==> src/rtl/vx_icache_req_arb.sv <==
// Round-robin arbiter: NUM_REQS requesters share one registered icache port.
// Ports: clk, reset_n, req_valid/addr/tag/ready (per requester), icache_valid/
// addr/tag/ready (shared, tag = {req_tag, index}). Optional per-requester grant
// counters on perf_grants when VX_ICACHE_ARB_PERF_EN is defined.
module vx_icache_req_arb #(
  parameter int NUM_REQS      = 4,
  parameter int ADDR_WIDTH    = 30,
  parameter int TAG_IN_WIDTH  = 8,
  localparam int LOG_REQS     = $clog2(NUM_REQS),
  localparam int TAG_OUT_WIDTH = TAG_IN_WIDTH + LOG_REQS
) (
  input  logic                             clk,
  input  logic                             reset_n,
  input  logic [NUM_REQS-1:0]              req_valid,
  input  logic [NUM_REQS*ADDR_WIDTH-1:0]   req_addr,
  input  logic [NUM_REQS*TAG_IN_WIDTH-1:0] req_tag,
  output logic [NUM_REQS-1:0]              req_ready,
  output logic                             icache_valid,
  output logic [ADDR_WIDTH-1:0]            icache_addr,
  output logic [TAG_OUT_WIDTH-1:0]         icache_tag,
  input  logic                             icache_ready
`ifdef VX_ICACHE_ARB_PERF_EN
  ,
  output logic [NUM_REQS*32-1:0]           perf_grants
`endif
);

  logic [LOG_REQS-1:0] ptr;
  logic [LOG_REQS-1:0] win;
  logic                any_valid;
  logic                slot_free;
  logic                grant;

  // Scan from the highest offset down so the nearest valid
  // requester at or after the pointer is the last one written.
  always_comb begin
    any_valid = 1'b0;
    win       = '0;
    for (int k = NUM_REQS-1; k >= 0; k--) begin
      if (req_valid[ptr + LOG_REQS'(k)]) begin
        any_valid = 1'b1;
        win       = ptr + LOG_REQS'(k);
      end
    end
  end

  assign slot_free = !icache_valid || icache_ready;
  assign grant     = reset_n && any_valid && slot_free;

  always_comb begin
    req_ready = '0;
    if (grant)
      req_ready[win] = 1'b1;
  end

  always_ff @(posedge clk or negedge reset_n) begin
    if (!reset_n) begin
      icache_valid <= 1'b0;
      ptr          <= '0;
    end else if (grant) begin
      icache_valid <= 1'b1;
      ptr          <= win + LOG_REQS'(1);
    end else if (icache_ready) begin
      icache_valid <= 1'b0;
    end
  end

  // Payload needs no reset: it is only observed while icache_valid.
  always_ff @(posedge clk) begin
    if (grant) begin
      icache_addr <= req_addr[int'(win)*ADDR_WIDTH +: ADDR_WIDTH];
      icache_tag  <= {req_tag[int'(win)*TAG_IN_WIDTH +: TAG_IN_WIDTH], win};
    end
  end

`ifdef VX_ICACHE_ARB_PERF_EN
  logic [31:0] cnt [NUM_REQS];

  always_ff @(posedge clk or negedge reset_n) begin
    if (!reset_n) begin
      for (int i = 0; i < NUM_REQS; i++)
        cnt[i] <= '0;
    end else if (grant) begin
      cnt[win] <= cnt[win] + 32'd1;
    end
  end

  for (genvar g = 0; g < NUM_REQS; g++) begin : g_perf
    assign perf_grants[g*32 +: 32] = cnt[g];
  end
`endif

endmodule
==> config.mk <==
export PLATFORM = sky130hd
export DESIGN_NAME = vx_icache_req_arb
export DESIGN_NICKNAME = d
export VERILOG_FILES = /design/src/rtl/vx_icache_req_arb.sv
export SDC_FILE = /design/constraint.sdc
export NUM_CORES = 1
export LEC_CHECK = 0
export ABC_AREA = 1
export CORE_MARGIN = 2
export CORE_UTILIZATION = 41
export DETAILED_ROUTE_END_ITERATION = 6
export PLACE_DENSITY = 0.87
export SYNTH_ARGS = -nofsm -noshare
export SYNTH_HDL_FRONTEND = slang
export SYNTH_SLANG_ARGS = --single-unit
==> constraint.sdc <==
create_clock -name clk -period 7.35 [get_ports clk]
set_input_delay 1.47 -clock clk [delete_from_list [all_inputs] [get_ports clk]]
set_output_delay 1.47 -clock clk [all_outputs]
set_load 0.02 [all_outputs]
==> impl.org <==
** Route
- The pre-antenna-repair detailed-routing pass consisted of 4 iterations.
- Dividing the detail-routed wire length by the instance count gives 13.2 um.
- For this run, design rule violations remaining after detail routing come to 0.
- Once detail routing completed, the nets flagged for antenna violations numbered 0.
- Wire length reported by the detailed router :: 10.6 mm
- After detailed routing, the number of vias per cell comes to 4.91.
- The first routing iteration left 152 violations.
- Number of vias after detailed routing :: 3,956

** Layout
- Number of antenna diodes :: 0
- The layout has 666 filler cells.
- From synthesis to final layout, the design area changed by 60.8%.
- The sequential cells in the finished layout cover a total of 0.00128 mm2.
- Final std cell area, no fill :: 0.00542 mm2
- Most common cell after layout, fill and taps aside :: nand2_1
- Commonest cells after routing, fill and taps aside :: nand2_1, clkdlybuf4s50_1, nand3_1
- Area taken by multi-input logic gates :: 0.00154 mm2
- The final layout contains 858 nets.
- Layout cells sized above 1 :: 0.0243

** Placed design
- Gp weighted congestion :: 0.823
- Prior to clock tree synthesis, the placed netlist has a worst setup slack of 1.57 ns.
- Placed wire-length estimate :: 7.83 mm
- Placement Cell Area :: 0.00534 mm2
- Port buffering added 203 buffers.

** Yosys
- When the netlist entered floorplanning its net count stood at 677.
- By area, the combinational part of the netlist is dominated by simple AND/OR/NAND/NOR gates.
- Compound-gate portion of the synthesized area :: 0.00594
- Number of warnings printed during yosys synthesis :: 0
- Cell taking the most area after synthesis :: edfxtp_1
- Of the synthesized area, sequential elements account for 0.378.
- Post-synthesis share of cell area spent on full adders, half adders and majority gates :: 0
- Synthesized-area fraction occupied by and/or/nand/nor cells :: 0.445
- Of the total synthesized cell area, the portion taken by XOR and XNOR cells is 0.00260.
- Count of cell types in the netlist :: 19
- Gate Count Post-Synth :: 518
- Synthesis inferred 43 register bits.
- Synthesized area per cell :: 6.51 um2
- Multiplexer area fraction after synthesis :: 0
- The share of synthesized area in the top cell type comes to 0.356.
- In this run the cell area of the synthesized design comes to 0.00337 mm2.
- Most area-consuming cells after synthesis :: edfxtp_1, nand2_1, nand3_1

** GRT
- The via count of the first global-routing pass was 3,741.
- Across every metal layer, demand over resource in global routing totals 0.232.
- For this run the aggregate overflow at the end of global routing stands at 0.
- Maximum number of pins on one net before global-route repair :: 78
- The first global-routing pass estimated 16.5 mm of wire.
- The initial antenna violation count is 0.

** Timing
- For the pin with the worst max-slew slack, the measured transition is 0.859 ns.
- Between clock sinks in the finished design, the worst skew comes to 0.00485 ns.
- Achievable clock frequency :: 173 MHz
- Post-route worst setup slack :: 1.56 ns
- Fin. Hold Viols :: 0
- The routed design could run at a clock period as short as 5.79 ns.
- Setup violators final :: 0
- Rel. slew slack :: 0.428
- Final Cycle Share :: 0.787
- The number of max-slew violations in the final report came to 0.
- Setup repair after global routing left no endpoint under its margin.
- In the final timing run, aggregate negative setup slack is 0 ns.

** CTS
- Total of cells resized after clock tree synthesis :: 0
- TritonCTS clock tree :: yes
- # clock sinks :: 43
- Hold_buf cts :: 0
- Maximum count of clock buffers along a single path :: 2
- Maximum level of the CTS H-tree :: 2
- Clock transition at the registers of the reported paths :: 0.08 ns
- For the worst-skew pair, the clock arrives at the later sink with an insertion delay of 0.29 ns.
- After clock tree synthesis, the setup repair step added 0 buffers.
- Number of clock buffers inserted by TritonCTS :: 5
- CTS root buf :: clkbuf_8

** Setup path
- Of all nets on the critical path, the largest fanout is 22.
- Worst path required time :: 5.88 ns
- The worst setup path is launched from an input port.
- STA classifies the critical path endpoint as a primary output.
- The critical path is of the in -> out type.
- The endpoint identified for the worst register-to-register timing path is icache_addr[13].
- Critical path arrival :: 4.32 ns
- Tracing the worst setup path back leads to its startpoint at req_valid[0].
- The startpoint identified for the worst register-to-register timing path is ptr[0].
- Setup slack on the worst reg-to-reg path comes out at 4.01 ns.
- Length in cells of the worst reg-to-reg path :: 11
- Last element of the critical path :: req_ready[1]

** Pwr
- Summing internal, switching and leakage power gives 2390 uW.
- Worst IR Drop VDD :: 0.000394 V
- Summed over all cells, the static leakage comes to 0.00268 uW.
- Total power per unit cell area :: 442 mW/mm2

** Job
- Max_cap viols :: 0

** Floorplan
- In this run the horizontal extent of the chip is 94.7 um.
- Number of rows created at floorplan :: 33
- Die span in y :: 94.7 um
- Initial standard-cell utilization of the core :: 0.417
- Placeable core region :: 0.00809 mm2
- During I/O placement, the number of pins put on the boundary was 204.
- Die outline area :: 0.00897 mm2

** Status
- Outcome :: complete, no violations

** Hold path
- Cell count of the worst hold path :: 2
- Hold crit path type :: reg -> reg
- Source of the worst hold timing path :: icache_valid
cell families (layout without fill, tap and decap cells):
logic type | after synthesis | after routing
and+or+nand+nor | 347 | 347
buffers and inverters | 123 | 305
xor gates and xnor gates | 1 | 1
DFF | 43 | 43
AOI/OAI and AO/OA | 4 | 4
routing by layer:
metal	routed length, um	global-route usage	up-vias
met2	5530	0.431	189
met3	733	0.0423	38
met1	3960	0.257	1761
met5	0	0	-
met4	365	0.100	0
li1	-	-	1968
through the flow:
stage / utilization / instances / hold slack (ns)
final: 0.670 / 805 / 0.574
after global routing: 0.670 / 805 / 0.638
after CTS: 0.670 / 805 / 0.574
after detailed placement: 0.660 / 797 / 0.558
after global placement: 0.660 / 797 / 0.546
after floorplan: - / 518 / 0.566
worst max-delay path, cell delays in order:
cell	delay, ns
clkdlybuf4s50_1	0.50
nand2_1	0.07
o21ai_1	0.13
nand2_1	0.13
nand3_1	0.10
nand2_1	0.07
nand2_1	0.57
buf_4	0.39
nand3_1	0.16
inv_1	0.10
clkdlybuf4s50_1	0.61
synthesized netlist by cell type, drive strengths merged:
library cell  number
nand2            216
nand3            125
inv               90
edfxtp            40
buf               33
nor2               4
o21ai              4
dfrtp              3
nor3               2
xnor2              1
state kept, by name (all words and copies together) (netlist names):
name,cells
icache_addr,30
icache_tag,10
icache_valid,1
ptr,2
report_power, final:
group	switching (uW)	internal, uW
clock network	75.0	67.6
logic	1070	641
registers	50.3	493
worst min path at each step:
stage | end | slack [ns]
after floorplan | ptr[1] | 0.57
after global placement | icache_valid | 0.55
after detailed placement | icache_valid | 0.56
after CTS | icache_valid | 0.57
after global routing | icache_valid | 0.64
final | icache_valid | 0.57
area by class of cell:
class	instances	area share
clock buffers	8	0.0148
multi-input cells	352	0.283
flip-flops and latches	43	0.235
repair buffers	207	0.380
well taps	105	0.0242
inverters	90	0.0623
No activity file was read; power rests on OpenSTA's default activity.
